<file path="config.mk">
export PLATFORM = sky130hd
export DESIGN_NAME = mac_multilane
export DESIGN_NICKNAME = d
export VERILOG_FILES = /design/src/rtl/mac_multilane.sv
export SDC_FILE = /design/constraint.sdc
export NUM_CORES = 2
export LEC_CHECK = 0
export CAP_MARGIN = 10
export CORE_ASPECT_RATIO = 0.9
export CORE_MARGIN = 4
export CORE_UTILIZATION = 44
export DETAILED_ROUTE_END_ITERATION = 10
export MAX_ROUTING_LAYER = met4
export PLACE_DENSITY = 0.61
export SYNTH_ARGS = -nofsm -noshare
export SYNTH_HDL_FRONTEND = slang
export SYNTH_SLANG_ARGS = --single-unit
</file>
<file path="constraint.sdc">
create_clock -name clk -period 7.9 [get_ports clk]
set_input_delay 1.975 -clock clk [delete_from_list [all_inputs] [get_ports clk]]
set_output_delay 1.975 -clock clk [all_outputs]
set_load 0.005 [all_outputs]
</file>
<file path="src/rtl/mac_multilane.sv">
// Multi-lane signed multiply-accumulate: pipelined lane multipliers, registered lane-sum,
// wide accumulator, and a finalize/drain sequence that emits one saturated or truncated result.
module mac_multilane #(
    parameter int DATA_W     = 16,
    parameter int LANES      = 4,
    parameter int MUL_STAGES = 2,
    parameter int ACC_W      = 40,
    parameter int OUT_W      = 32,
    parameter int SATURATE   = 1
) (
    input  logic                                clk,
    input  logic                                rst,
    input  logic                                en,
    input  logic                                finalize,
    input  logic [LANES*DATA_W-1:0]             a,
    input  logic [LANES*DATA_W-1:0]             b,
    output logic                                in_ready,
    output logic [OUT_W-1:0]                    out,
    output logic                                out_valid,
    output logic [2*DATA_W+$clog2(LANES)-1:0]   product_out,
    output logic                                overflow
);

    localparam int P_W   = 2 * DATA_W;
    localparam int PS_W  = P_W + $clog2(LANES);
    localparam int CNT_W = $clog2(MUL_STAGES + 2);

    typedef enum logic {ACCUM, DRAIN} state_t;

    state_t                  state_q, state_d;
    logic [CNT_W-1:0]        cnt_q, cnt_d;

    logic signed [P_W-1:0]   prod_q [MUL_STAGES][LANES];
    logic signed [P_W-1:0]   prod_d [MUL_STAGES][LANES];
    logic [MUL_STAGES-1:0]   pv_q, pv_d;

    logic signed [PS_W-1:0]  sum_q, sum_d;
    logic                    sv_q, sv_d;
    logic signed [PS_W-1:0]  lane_sum;

    logic [ACC_W-1:0]        acc_q, acc_d;
    logic [ACC_W-1:0]        acc_ext;
    logic [ACC_W-1:0]        acc_sum;
    logic                    wrap;

    logic [OUT_W-1:0]        out_q, out_d;
    logic                    out_valid_q, out_valid_d;
    logic                    overflow_q, overflow_d;

    logic                    accept;
    logic                    done;
    logic                    fits;
    logic [ACC_W-OUT_W:0]    acc_top;
    logic [OUT_W-1:0]        conv;

    // FSM: state register
    always_ff @(posedge clk) begin
        if (rst) state_q <= ACCUM;
        else     state_q <= state_d;
    end

    // FSM: next state
    always_comb begin
        state_d = state_q;
        unique case (state_q)
            ACCUM: if (finalize)     state_d = DRAIN;
            DRAIN: if (cnt_q == '0)  state_d = ACCUM;
            default:                 state_d = ACCUM;
        endcase
    end

    // FSM: outputs
    always_comb begin
        in_ready = (state_q == ACCUM);
    end

    assign accept = in_ready & en;
    assign done   = (state_q == DRAIN) && (cnt_q == '0);

    always_comb begin
        cnt_d = cnt_q;
        if (state_q == ACCUM && finalize) begin
            cnt_d = CNT_W'(MUL_STAGES + 1);
        end else if (state_q == DRAIN && cnt_q != '0) begin
            cnt_d = cnt_q - CNT_W'(1);
        end
    end

    always_comb begin
        for (int unsigned i = 0; i < LANES; i++) begin
            prod_d[0][i] = P_W'($signed(a[i*DATA_W +: DATA_W])) *
                           P_W'($signed(b[i*DATA_W +: DATA_W]));
        end
        pv_d    = '0;
        pv_d[0] = accept;
        for (int unsigned s = 1; s < MUL_STAGES; s++) begin
            prod_d[s] = prod_q[s-1];
            pv_d[s]   = pv_q[s-1];
        end
    end

    always_comb begin
        lane_sum = '0;
        for (int unsigned i = 0; i < LANES; i++) begin
            lane_sum = lane_sum + PS_W'(prod_q[MUL_STAGES-1][i]);
        end
        sv_d  = pv_q[MUL_STAGES-1];
        sum_d = pv_q[MUL_STAGES-1] ? lane_sum : sum_q;
    end

    // Signed overflow: operands agree in sign but the result does not.
    always_comb begin
        acc_ext = ACC_W'(sum_q);
        acc_sum = acc_q + acc_ext;
        wrap    = sv_q && (acc_q[ACC_W-1] == acc_ext[ACC_W-1]) &&
                  (acc_sum[ACC_W-1] != acc_q[ACC_W-1]);
    end

    always_comb begin
        acc_top = acc_q[ACC_W-1:OUT_W-1];
        fits    = (&acc_top) | ~(|acc_top);
        if (SATURATE != 0 && !fits) begin
            conv = {acc_q[ACC_W-1], {(OUT_W-1){~acc_q[ACC_W-1]}}};
        end else begin
            conv = acc_q[OUT_W-1:0];
        end
    end

    // The sticky flag survives only through the result pulse; ongoing wraps still set it.
    always_comb begin
        acc_d       = sv_q ? acc_sum : acc_q;
        out_d       = out_q;
        out_valid_d = 1'b0;
        overflow_d  = (out_valid_q ? 1'b0 : overflow_q) | wrap;
        if (done) begin
            acc_d       = '0;
            out_d       = conv;
            out_valid_d = 1'b1;
            overflow_d  = overflow_d | ~fits;
        end
    end

    always_ff @(posedge clk) begin
        prod_q <= prod_d;
    end

    always_ff @(posedge clk) begin
        if (rst) begin
            cnt_q       <= '0;
            pv_q        <= '0;
            sv_q        <= 1'b0;
            sum_q       <= '0;
            acc_q       <= '0;
            out_q       <= '0;
            out_valid_q <= 1'b0;
            overflow_q  <= 1'b0;
        end else begin
            cnt_q       <= cnt_d;
            pv_q        <= pv_d;
            sv_q        <= sv_d;
            sum_q       <= sum_d;
            acc_q       <= acc_d;
            out_q       <= out_d;
            out_valid_q <= out_valid_d;
            overflow_q  <= overflow_d;
        end
    end

    assign out         = out_q;
    assign out_valid   = out_valid_q;
    assign product_out = sum_q;
    assign overflow    = overflow_q;

endmodule

</file>
==> summary.txt <==
Synth
  – Largest cells by area after synthesis: fa_1, dfxtp_1, ha_1, inv_1, and2_1
  – Count leader, synth: inv_1
  – Mean post-synth cell area: 9.61 µm²
  – Synth Register Bits: 370
  – FFs w/ async S/R, synth: 0%
  – Synth Flop Type: dfxtp_1
  – Seq/Total Area, Yosys: 14.0%
  – EDFF count, synth: 0
  – Top-area cell type share of the netlist area: 42.2%
  – Mapped cell area: 52900 µm²
  – Mapped Nets: 7148
  – Leading area contributor after synthesis: fa_1
  – Synth cell types: 75
  – YS warnings: 0
  – Cells after synthesis: 5501
  – Commonest cells in the netlist: inv_1, fa_1, nand2_1

Clocking
  – Sink Count: 370
  – CTS tree: yes
  – Post-CTS Hold Buffers: 0
  – H-tree Lvls: 2
  – CTS buffer count: 37
  – Clock Pin Slew Worst Setup and Hold Paths: 0.06 ns
  – Longest Clk Path Bufs: 3
  – Root Driver: clkbuf_16
  – Skew-Pair Late Insertion Delay: 0.55 ns

Die
  – Core area: 119000 µm²
  – Row cnt: 120
  – Die height: 337 µm
  – Starting Density: 44.3%
  – Top Ports: 201
  – Die Wd: 373 µm
  – Die Area: 126000 µm²

Critical path
  – Critical path endpoint: prod_d[127]
  – R2r setup slk: 3.11 ns
  – R2R depth: 14
  – Critical Path RT: 8.33 ns
  – Reg-to-reg startpoint: prod_q[1]
  – CP Launch Point: a[9]
  – WS Path Type: primary input to register
  – R2R Path End: product_out[33]
  – Arr. time, crit path: 8.15 ns
  – Worst Setup Start Kind: primary input
  – Setup crit end kind: register
  – Crit Path Max Fanout: 5

STA
  – TNS Setup: 0 ns
  – Worst Clk Skew: 0.0156 ns
  – FMAX: 129 MHz
  – Slew @ Worst Pin: 1.08 ns
  – Slew headroom: 27.6%
  – RSZ-0062 raised after global routing: yes
  – Worst setup margin: 0.177 ns
  – Hold Slack: 0.316 ns
  – Max Slew Vio Count: 0
  – Post-route clock period utilization: 97.8%
  – Fin. Hold Viols: 0
  – Final setup vio count: 0
  – Final min period: 7.72 ns

Global route
  – Number of global-route vias before repair: 41.0k
  – Number of antenna violations at the first check in global routing: 5
  – GRT Residual Overflow: 0
  – Global Route Usage Sum: 21.6%
  – Global-route wire length before repair: 215000 µm
  – Largest net degree at the start of global routing: 56

Routing
  – Vias per cell: 4.87
  – DRC Markers: 0
  – Via count: 37.8k
  – Drt first pass iters: 5
  – Initial drt markers: 1750
  – Drt wl/cell: 16.5 µm
  – DRT antenna net count: 0
  – Final wirelength: 128000 µm

Hold path
  – Hold Crit Start: prod_d[49]
  – Hold Path Class: register to register

Finish
  – Share of layout cells above drive strength 1: 11.2%
  – FF+latch area: 7410 µm²
  – Synth-to-Final Area Change: 18.1%
  – Finished Cell Area: 62500 µm²
  – Footprint of the multi-input gates: 40500 µm²
  – Nets: 7784
  – Filler Cells Inserted: 11.1k

Placement
  – GPL Wtd Cong: 0.894
  – Worst slack at placement: -0.636 ns
  – I/O Buffers: 200
  – Dpl cell area: 60700 µm²
  – Detailed-placement wirelength estimate: 113000 µm

Flow run
  – Max-cap violations: 0

Status
  – Status: finished, final reports clean
[worst min-delay path by stage]
stage | end | slack [ns] | depth (start not counted)
floorplan | prod_q[0] | 0.31 | 0
global placement | prod_q[42] | 0.31 | 0
detailed placement | prod_q[33] | 0.31 | 0
CTS | prod_q[107] | 0.32 | 0
global route | prod_q[8] | 0.33 | 0
finish | prod_q[49] | 0.32 | 0
[routing by layer]
layer	vias to the layer above	track usage, %	share of wire [%]
met1	18932	29.8	47
met2	817	34.3	46
met5	-	-	0
li1	17894	-	-
met3	158	2.92	5.1
met4	0	5.00	2.3
[logic make-up after synthesis]
family          synth area share, %
buf+inv                        9.63
mux                            1.06
fa+ha+maj                      51.7
simple gates                   13.6
xor+xnor                       3.38
compound gates                 6.60
flops                          14.0
[worst max-delay path, cell delays in order]
cell             delay, ns
clkdlybuf4s50_1       0.65
buf_4                 0.19
nand2_1               0.07
fa_1                  0.50
fa_1                  0.46
fa_1                  0.55
inv_1                 0.06
fa_1                  0.52
fa_1                  0.50
inv_1                 0.05
fa_1                  0.47
inv_1                 0.04
ha_1                  0.29
a21o_1                0.18
a21o_1                0.18
a21oi_1               0.14
o21ai_1               0.12
a22oi_1               0.25
nand2_1               0.12
and4_1                0.25
o31ai_2               0.31
a21oi_1               0.13
xnor2_1               0.14
[state kept, by name, summed over array words and instances (netlist names)]
| signal | count |
|---|---|
| acc_q | 40 |
| cnt_q | 2 |
| out | 32 |
| out_valid | 1 |
| overflow | 1 |
| prod_d | 128 |
| prod_q | 128 |
| product_out | 34 |
| pv_q | 2 |
| state_q | 1 |
| sv_q | 1 |
[cells in the final DEF (no fill, tap or decap), types with 42 or more instances in the layout]
cell and count:
nand2_1 581, a21oi_1 172, nand2b_1 45, dlymetal6s2s_1 42
xnor2_1 152, mux2i_1 56, dfxtp_1 368, o21ai_0 99
a21o_1 83, xor2_1 51, buf_4 537, clkdlybuf4s50_1 154
nor2_1 159, ha_1 399, fa_1 1108, and2_1 495
inv_1 1186
[area by class of cell]
type	instances	share of cell area, %
multi-input cells	3774	64.9
flip-flops and latches	370	11.9
repair buffers	768	10.7
inverters	1186	7.13
well taps	1586	3.18
clock buffers	46	1.68
clock inverters	21	0.557
diodes	4	0.0160
[through the flow]
| step | util (%) | std cells |
|---|---|---|
| 6_report | 52.4 | 7755 |
| 3_5_place_dp | 50.9 | 7675 |
| 2_1_floorplan | - | 5501 |
| 5_1_grt | 52.4 | 7753 |
| 4_1_cts | 52.1 | 7742 |
| 3_3_place_gp | 50.9 | 7675 |
[repair_timing]
action                                  CTS  global route
setup buffers                             0             6
gates resized for setup                   4            80
pin swaps                                 1            19
gates cloned                              0             3
endpoints found under the setup margin    3            20
Power is not shown: default switching activity piles up to over one toggle a cycle in this logic, so the estimate is an artifact.
